$ cat src/rtl/iter_div.sv
// iter_div: multi-cycle restoring divider for RV32M DIV/DIVU/REM/REMU.
// Operands are reduced to magnitudes on accept. One quotient bit is produced
// per CALC cycle by a ripple-carry trial subtractor, and signs are restored in
// FIXUP. Divide-by-zero and signed overflow bypass the loop through SPECIAL.
module iter_div #(
   parameter int WIDTH = 32
) (
   input  logic             clk,
   input  logic             rst_n,
   input  logic             start,
   input  logic [1:0]       op,
   input  logic [WIDTH-1:0] a,
   input  logic [WIDTH-1:0] b,
   output logic             busy,
   output logic             done,
   output logic [WIDTH-1:0] result
);

   typedef enum logic [1:0] {IDLE, CALC, FIXUP, SPECIAL} state_t;

   localparam int CW = $clog2(WIDTH + 1);
   localparam logic [CW-1:0]    LAST_ITER = CW'(WIDTH - 1);
   localparam logic [WIDTH-1:0] MIN_NEG   = {1'b1, {(WIDTH-1){1'b0}}};

   state_t           state_reg, state_next;
   logic [CW-1:0]    cnt_reg;
   logic             rem_sel_reg;     // op[1]: 1 selects remainder
   logic             neg_quo_reg;
   logic             neg_rem_reg;
   logic             div_zero_reg;
   logic [WIDTH-1:0] rem_reg;
   logic [WIDTH-1:0] quo_reg;         // dividend magnitude shifting out / quotient shifting in
   logic [WIDTH-1:0] divisor_reg;
   logic [WIDTH-1:0] result_reg;
   logic             done_reg;

   // Request decode: magnitudes, sign handling and special-case detection
   logic             is_signed;
   logic [WIDTH-1:0] a_mag, b_mag;
   logic             is_special;
   logic             accept;

   assign is_signed  = ~op[0];
   assign a_mag      = (is_signed && a[WIDTH-1]) ? -a : a;
   assign b_mag      = (is_signed && b[WIDTH-1]) ? -b : b;
   assign is_special = (b == '0) || (is_signed && (a == MIN_NEG) && (b == '1));

   // Trial subtraction {rem, quo msb} - {0, divisor} as a (WIDTH+1)-bit
   // ripple-carry adder in subtract mode: operand inverted, carry-in = 1.
   logic             sub_en;
   logic [WIDTH:0]   shifted;
   logic [WIDTH:0]   sub_opnd;
   logic [WIDTH:0]   sub_x;
   logic [WIDTH:0]   diff;
   logic [WIDTH:0]   carry;
   logic             no_borrow;

   assign sub_en   = 1'b1;
   assign shifted  = {rem_reg, quo_reg[WIDTH-1]};
   assign sub_opnd = {1'b0, divisor_reg};
   assign carry[0] = sub_en;

   generate
      for (genvar gi = 0; gi <= WIDTH; gi++) begin : g_rca
         assign sub_x[gi] = sub_opnd[gi] ^ sub_en;
         assign diff[gi]  = shifted[gi] ^ sub_x[gi] ^ carry[gi];
         if (gi < WIDTH) begin : g_carry
            assign carry[gi+1] = (shifted[gi] & sub_x[gi]) |
                                 (carry[gi] & (shifted[gi] ^ sub_x[gi]));
         end
      end
   endgenerate

   // A clear MSB means the divisor fit: no borrow, quotient bit is 1
   assign no_borrow = ~diff[WIDTH];

   // Sign-corrected quotient and remainder used in FIXUP
   logic [WIDTH-1:0] quo_fix, rem_fix;
   assign quo_fix = neg_quo_reg ? -quo_reg : quo_reg;
   assign rem_fix = neg_rem_reg ? -rem_reg : rem_reg;

   // State register
   always_ff @(posedge clk or negedge rst_n) begin
      if (!rst_n) state_reg <= IDLE;
      else        state_reg <= state_next;
   end

   // Next-state logic and accept strobe
   always_comb begin
      state_next = state_reg;
      accept     = 1'b0;
      case (state_reg)
         IDLE: begin
            if (start) begin
               accept     = 1'b1;
               state_next = is_special ? SPECIAL : CALC;
            end
         end
         CALC:    if (cnt_reg == LAST_ITER) state_next = FIXUP;
         FIXUP:   state_next = IDLE;
         SPECIAL: state_next = IDLE;
         default: state_next = IDLE;
      endcase
   end

   // Datapath: operand capture, iteration, and result registration
   always_ff @(posedge clk or negedge rst_n) begin
      if (!rst_n) begin
         cnt_reg      <= '0;
         rem_sel_reg  <= 1'b0;
         neg_quo_reg  <= 1'b0;
         neg_rem_reg  <= 1'b0;
         div_zero_reg <= 1'b0;
         rem_reg      <= '0;
         quo_reg      <= '0;
         divisor_reg  <= '0;
         result_reg   <= '0;
         done_reg     <= 1'b0;
      end else begin
         done_reg <= 1'b0;
         case (state_reg)
            IDLE: begin
               if (accept) begin
                  rem_sel_reg  <= op[1];
                  neg_quo_reg  <= is_signed & (a[WIDTH-1] ^ b[WIDTH-1]);
                  neg_rem_reg  <= is_signed & a[WIDTH-1];
                  div_zero_reg <= (b == '0);
                  rem_reg      <= '0;
                  // Special cases need the raw dividend, not its magnitude
                  quo_reg      <= is_special ? a : a_mag;
                  divisor_reg  <= b_mag;
                  cnt_reg      <= '0;
               end
            end
            CALC: begin
               cnt_reg <= cnt_reg + CW'(1);
               rem_reg <= no_borrow ? diff[WIDTH-1:0] : shifted[WIDTH-1:0];
               quo_reg <= {quo_reg[WIDTH-2:0], no_borrow};
            end
            FIXUP: begin
               result_reg <= rem_sel_reg ? rem_fix : quo_fix;
               done_reg   <= 1'b1;
               cnt_reg    <= '0;
            end
            SPECIAL: begin
               if (div_zero_reg) result_reg <= rem_sel_reg ? quo_reg : '1;
               else              result_reg <= rem_sel_reg ? '0 : quo_reg;
               done_reg <= 1'b1;
            end
            default: ;
         endcase
      end
   end

   assign busy   = (state_reg != IDLE);
   assign done   = done_reg;
   assign result = result_reg;

endmodule

$ cat config.mk
export PLATFORM = sky130hd
export DESIGN_NAME = iter_div
export DESIGN_NICKNAME = d
export VERILOG_FILES = /design/src/rtl/iter_div.sv
export SDC_FILE = /design/constraint.sdc
export NUM_CORES = 1
export LEC_CHECK = 0
export BUFFER_PORTS_ARGS = -buffer_cell sky130_fd_sc_hd__buf_2
export CORE_MARGIN = 2
export CORE_UTILIZATION = 41
export DETAILED_ROUTE_END_ITERATION = 7
export HOLD_SLACK_MARGIN = 0.06
export MAX_ROUTING_LAYER = met4
export SYNTH_ARGS = -nofsm -noshare
export SYNTH_HDL_FRONTEND = slang
export SYNTH_SLANG_ARGS = --single-unit
export TNS_END_PERCENT = 50
$ cat constraint.sdc
create_clock -name clk -period 16.14 [get_ports clk]
set_clock_uncertainty 0.2 [all_clocks]
set_input_delay 0.807 -clock clk [delete_from_list [all_inputs] [get_ports clk]]
set_output_delay 0.807 -clock clk [all_outputs]
set_load 0.01 [all_outputs]
==> impl_results.md, run 1 <==
* Status: complete, no violations
* Post-synth top area cell: dfrtp_1
* Fin. Hold Viols at 0
* YS warnings at 0
* Netlist Area Pre-Place at 0.00981 sq mm
* Largest net degree at the start of global routing at 127
* WL/cell at 18.9 microns
* Worst-path clk slew at 0.06 ns
* Seq/Total Area, Yosys at 36.0%
* Via/cell ratio at 5.75
* Worst path bufs/invs at 7
* DP HPWL at 21400 microns
* MaxCap Viol Count at 0
* RSZ-0062 raised after global routing: false
* Starting Density at 41.8%
* Peak VDD IR at 0.0815 mV
* Synth Register Bits at 141
* Clk buf depth at 2
* Power, Total at 2.26 mW
* Comb power frac at 46.7%
* CP endpoint kind: flip-flop
* Multiplexer area fraction after synthesis at 1.15%
* R2r startpoint: quo_reg[31]
* Worst R2R End: rem_reg[10]
* Initial antenna violation count at 0
* Clk root buf: clkbuf_16
* Slew Limit Fails at 0
* Top FF cell, synth: dfrtp_1
* Internal power at 1.23 mW
* End-of-flow core utilization at 47.4%
* Net Sw Power at 1.03 mW
* Min setup slack post-route at 2.67 ns
* Period utilisation layout at 83.5%
* Lkg Pwr at 4.67 nW
* Post-Synth XOR/XNOR Area at 9.11%
* Netlist cell types at 57
* Worst setup path start: quo_reg[31]
* Nets at 1294
* Critical path's largest stage delay at 0.41 ns
* CP max stage cell: fa_1
* Switch share at 45.4%
* Dpl ws at 2.76 ns
* PortBufs at 102
* Most frequent cell after synthesis: dfrtp_1
* Core ar. at 0.0235 sq mm
* Syn Nets at 1239
* Delay-heaviest family, CP: adder cells
* DRC at 0
* R2R setup slack at 2.67 ns
* Row Count at 56
* Mapped Cells at 1132
* Drt total wl at 28700 microns
* Number of synthesized flops with an enable pin at 0
* Hold Slack at 0.0725 ns
* Setup CP Type: flip-flop to flip-flop
* First drt pass iteration count at 8
* Mean post-synth cell area at 8.66 sq um
* Post-Synth Simple-Gate Area at 19.1%
* Post-synth ARST share at 100%
* Startpoint types: flip-flop
* Final ANT Viol Nets at 0
* Diode count at 0
* Die H at 159 microns
* Fmax at 74.2 MHz
* Vias in the first global route at 8013
* Post-CTS Setup Bufs at 0
* Setup Total Neg Slack at 0 ns
* Total Routing Usage GR at 24.3%
* CTS Buf Count at 17
* Critical path arrival at 13.57 ns
* Most frequent cell on the critical path: fa_1
* Initial DRC count at 1027
* Synth Area in Adders at 7.22%
* IO Pins at 103
* GPL Wtd Cong at 0.946
* DIE AREA at 0.0252 sq mm
* Synth-to-layout area growth at 13.3%
* Req. time, crit path at 16.24 ns
* CTS Sinks at 141
* Worst hold path class: input pin to async pin
* First-pass GRT wire length at 45600 microns
* Post-synth top cells: dfrtp_1, o21ai_0, nor2_1
* Worst Reg-to-Reg Cells at 42
* Share of layout cells above drive strength 1 at 13.5%
* Top-area cell type share of the netlist area at 36.0%
* CTS Hold Buffers Added at 0
* Largest fanout on the critical path at 27
* H-tree depth at 4
* Worst skew pair latency at 0.43 ns
* Setup violators final at 0
* Compound-Gate Fraction of Synth Area at 21.4%
* Worst-Margin Slew at 1.30 ns
* CTS tree: done
* Pwr dens at 203 mW/mm^2
* Synth top area cells: dfrtp_1, o21ai_0, fa_1
* GRT overflow at 0
* Die Wd at 159 microns
* Sequential power share at 35.2%
* Post_cts resized at 0
* Final Critical Period at 13.47 ns
* Routed vias at 8734
* Power share of the clock group at 18.1%
* Largest family of logic cells by synthesized area: compound AO/OA/AOI/OAI gates
* Max transition margin at 13.3%
## placed cells by master (no fill, tap or decap), types with 5 or more instances in the layout
cell type  count
a21oi_1       50
a221oi_1       5
a222oi_1      28
a22oi_1       11
a31oi_1       10
and3_1        23
buf_2        101
buf_4         10
clkbuf_16     17
dfrtp_1      140
fa_1          31
ha_1           7
inv_1         77
mux2i_1        9
nand2_1       82
nand2b_1       9
nand3_1       14
nand4_1       11
nor2_1        88
nor2b_1       10
nor3_1        34
nor3b_1        7
nor4_1        18
o211ai_1      15
o21ai_0      131
o221ai_1       7
o22a_1         7
o31ai_1       23
o41ai_1       14
or2_2          8
or3_1         18
or4_1         25
xnor2_1       59
xor2_1        43
## area by class of cell
| class | instances | area [sq um] |
|---|---|---|
| inverter | 77 | 289 |
| fill | 2279 | 12400 |
| clock buffer | 23 | 468 |
| timing repair buffer | 112 | 592 |
| multi-input combinational | 838 | 5700 |
| sequential | 141 | 3530 |
| clock inverter | 9 | 135 |
| tap | 319 | 399 |
## stage by stage
step                      instances  instance area, sq um
after detailed placement       1487                 10500
final                          1519                 11100
after global placement         1487                 10500
after floorplan                1132                  9810
after CTS                      1519                 11100
after global routing           1519                 11100
## worst max-delay path by stage
stage,depth (start not counted),to,slack (ns)
detailed placement,42,rem_reg[11],2.76
floorplan,42,rem_reg[10],3.30
global placement,42,rem_reg[28],2.89
global route,42,rem_reg[28],2.08
CTS,42,rem_reg[11],2.70
finish,42,rem_reg[10],2.67
## power groups by stage
stage	registers, mW	clock network (mW)	logic, mW
final	0.795	0.409	1.06
after global placement	0.786	0	1.04
after floorplan	0.689	0	0.804
after CTS	0.786	0.413	1.06
after detailed placement	0.792	0	1.05
after global routing	0.823	0.429	1.22
## per-layer routing
metal  share of wire, %  global-route usage [%]  up-vias
met5                  0                       -        -
met4                2.6                    7.85        0
met2                 42                    33.5      294
met1                 50                    36.7     4196
li1                   -                       -     4203
met3                5.4                    3.05       41
## worst reg2reg max path: cells and delay by family (launching register included)
kind            cells  cell delay (ns)
compound gates      1             0.31
xor+xnor            1             0.24
fa+ha+maj          32            11.48
simple gates        1             0.06
buf+inv             7             0.65
flops               1             0.40
## cell families (layout without fill, tap and decap cells)
group,count (synthesis),after routing
DFF,141,141
buffers and inverters,153,221
and+or+nand+nor,363,363
xor gates and xnor gates,102,102
AOI/OAI and AO/OA,324,324
muxes,11,11
adders and majority gates,38,38
No activity file was read; power rests on OpenSTA's default activity.
==> run 2: changes to the inputs <==
- clock period: 16.14 -> 11.4 ns (I/O delays scaled with it)
==> run 2 against run 1 <==
Against the previous run: die area stayed put; largest cell class unchanged; clock power is 34% higher; core utilization increased by 1.2 points; sequential power rose by 38%; combinational power is 62% higher; flip-flop and latch count is the same; cell area up 2.6%; the flow now finishes with violations (negative setup slack); clock-buffer cell count fell by 5; routed wire length grew 4.6%; global-route usage increased by 1.0 points; final cell count increased by 1.4%.
==> impl_results.md, run 2 (synthesized netlist as in run 1, its figures left out) <==
* Fmax at 82.2 MHz (+11%)
* Dpl ws at -1.09 ns (-3.85 ns)
* Clk root buf: clkbuf_16
* R2r startpoint: quo_reg[31]
* Most frequent cell on the critical path: fa_2
* Total Routing Usage GR at 25.3% (+1.0 points)
* Final cell count without fillers at 1541 (+1.4%)
* Critical path's largest stage delay at 0.39 ns (-0.02 ns)
* Power, Total at 3.38 mW (+49%)
* Largest fanout on the critical path at 8 (-70%)
* DRC at 0 (unchanged)
* Startpoint types: flip-flop
* Via/cell ratio at 5.79 (+0.72%)
* Share of layout cells above drive strength 1 at 18.6% (+5.1 points)
* Initial antenna violation count at 0 (unchanged)
* CP endpoint kind: flip-flop
* GRT overflow at 0 (unchanged)
* Min setup slack post-route at -0.759 ns (-3.43 ns)
* Worst R2R End: rem_reg[21]
* Worst hold start: op[1]
* CTS Buf Count at 17 (unchanged)
* CTS Sinks at 141 (unchanged)
* Initial DRC count at 918 (-11%)
* DP HPWL at 21600 microns (+1.1%)
* Worst-Margin Slew at 1.14 ns (-0.160 ns)
* Status: finished with violations
* Vias in the first global route at 8195 (+2.3%)
* WL/cell at 19.4 microns (+3.1%)
* Worst hold path class: input pin to flip-flop
* Clk buf depth at 2 (unchanged)
* PortBufs at 102 (unchanged)
* Worst Reg-to-Reg Cells at 42 (unchanged)
* IO Pins at 103 (unchanged)
* DIE AREA at 0.0252 sq mm (unchanged)
* MaxCap Viol Count at 0 (unchanged)
* Fin. Hold Viols at 0 (unchanged)
* Largest net degree at the start of global routing at 127 (unchanged)
* Worst skew pair latency at 0.43 ns (about the same)
* Row Count at 56 (unchanged)
* Diode count at 0 (unchanged)
* Synth-to-layout area growth at 16.3%
* Slew Limit Fails at 0 (unchanged)
* Die H at 159 microns (unchanged)
* Commonest non-fill, non-tap cells in the layout: dfrtp_1, o21ai_0, buf_2
* Post-route cell area at 0.0114 sq mm (+2.6%)
* First drt pass iteration count at 7 (-1)
* Nets at 1316 (+1.7%)
* Final Critical Period at 12.16 ns (-1.31 ns)
* Commonest non-fill, non-tap cell in the layout: dfrtp_1
* Area after DPL at 0.0107 sq mm (+2.0%)
* Routed vias at 8924 (+2.2%)
* H-tree depth at 4 (unchanged)
* CTS tree: done
* Peak VDD IR at 0.129 mV (+58%)
* Hold depth at 3
* Violations in the final reports: negative setup slack
* Max transition margin at 24.2% (+11 points)
* RSZ-0062 raised after global routing: true
* Drt total wl at 30000 microns (+4.6%)
* Final ANT Viol Nets at 0 (unchanged)
* Starting Density at 41.8% (unchanged)
* Period utilisation layout at 107% (+23 points)
* Core ar. at 0.0235 sq mm (unchanged)
* First-pass GRT wire length at 47200 microns (+3.6%)
* Setup CP Type: flip-flop to flip-flop
* R2R setup slack at -0.76 ns (-3.43 ns)
* Pwr dens at 296 mW/mm^2 (+46%)
* Critical path arrival at 12.25 ns (-1.32 ns)
* GPL Wtd Cong at 0.895 (-5.4%)
* Setup Total Neg Slack at -22.96 ns (-22.96 ns)
* Worst-path clk slew at 0.06 ns (about the same)
* Hold worst-path end: rem_sel_reg
* Die Wd at 159 microns (unchanged)
* Req. time, crit path at 11.49 ns (-4.75 ns)
* Lkg Pwr at 4.74 nW (+1.5%)
* # placed instances at 1499 (+0.81%)
* Setup violators final at 33 (+33)
* CP max stage cell: dfrtp_1
==> run 2: changes by cell type in the layout (fill, tap and decap cells not counted), sizes merged <==
cell	delta
buf	+17
nor2	+4
bufinv	-1
clkbuf	-5
clkinv	+5
clkinvlp	+1
dlygate4sd3	+1
==> run 2: metal layers <==
metal	up-vias	routed length (microns)	share of wire [%]	track usage, %
met5	-	0	0	-
met2	310	13000	43	35.7
met4	0	614	2.0	6.86
met3	36	1870	6.2	4.03
li1	4267	-	-	-
met1	4311	14500	48	37.6
==> run 2: where the power goes <==
part | switching, mW | internal, mW
sequential | 0.353 | 0.749
clock | 0.227 | 0.322
combinational | 0.982 | 0.742
==> run 2: cell type report <==
type	instances	area, sq um
Fill cell	2260	12100
Multi-Input combinational cell	842	5880
Sequential cell	141	3530
Timing Repair Buffer	130	733
Clock buffer	18	429
Tap cell	319	399
Inverter	77	289
Clock inverter	14	145
==> run 2: worst max-delay path, delay by kind of cell, from the launching register on <==
kind	cells	cell delay, ns
adders and majority gates	32	10.25
buffers and inverters	7	0.49
DFF	1	0.39
AOI/OAI and AO/OA	1	0.36
xor gates and xnor gates	1	0.17
and+or+nand+nor	1	0.16
==> run 2: what timing repair did <==
action / 4_1_cts / 5_1_grt
gates cloned: 4 / 0
pin swaps: 9 / 7
gates resized for setup: 6 / 0
hold buffers: 1 / 0
buffers inserted: 4 / 1
hold endpoints to repair: 37 / 0
endpoints found under the setup margin: 33 / 33
==> run 2: how the worst max path moves through the flow <==
stage | slack, ns | start | endpoint | depth (start not counted)
final | -0.76 | quo_reg[31] | rem_reg[21] | 42
after global routing | -1.06 | quo_reg[31] | rem_reg[24] | 42
after CTS | -0.71 | quo_reg[31] | rem_reg[1] | 42
after detailed placement | -1.09 | quo_reg[31] | rem_reg[15] | 41
after global placement | -1.04 | quo_reg[31] | rem_reg[17] | 41
after floorplan | -0.34 | quo_reg[31] | rem_reg[10] | 42
==> run 2: through the flow <==
step	hold slack (ns)	util (%)
floorplan	0.0744	-
global placement	0.263	45.7
detailed placement	0.272	45.7
CTS	0.164	48.6
global route	0.186	48.6
finish	0.177	48.6
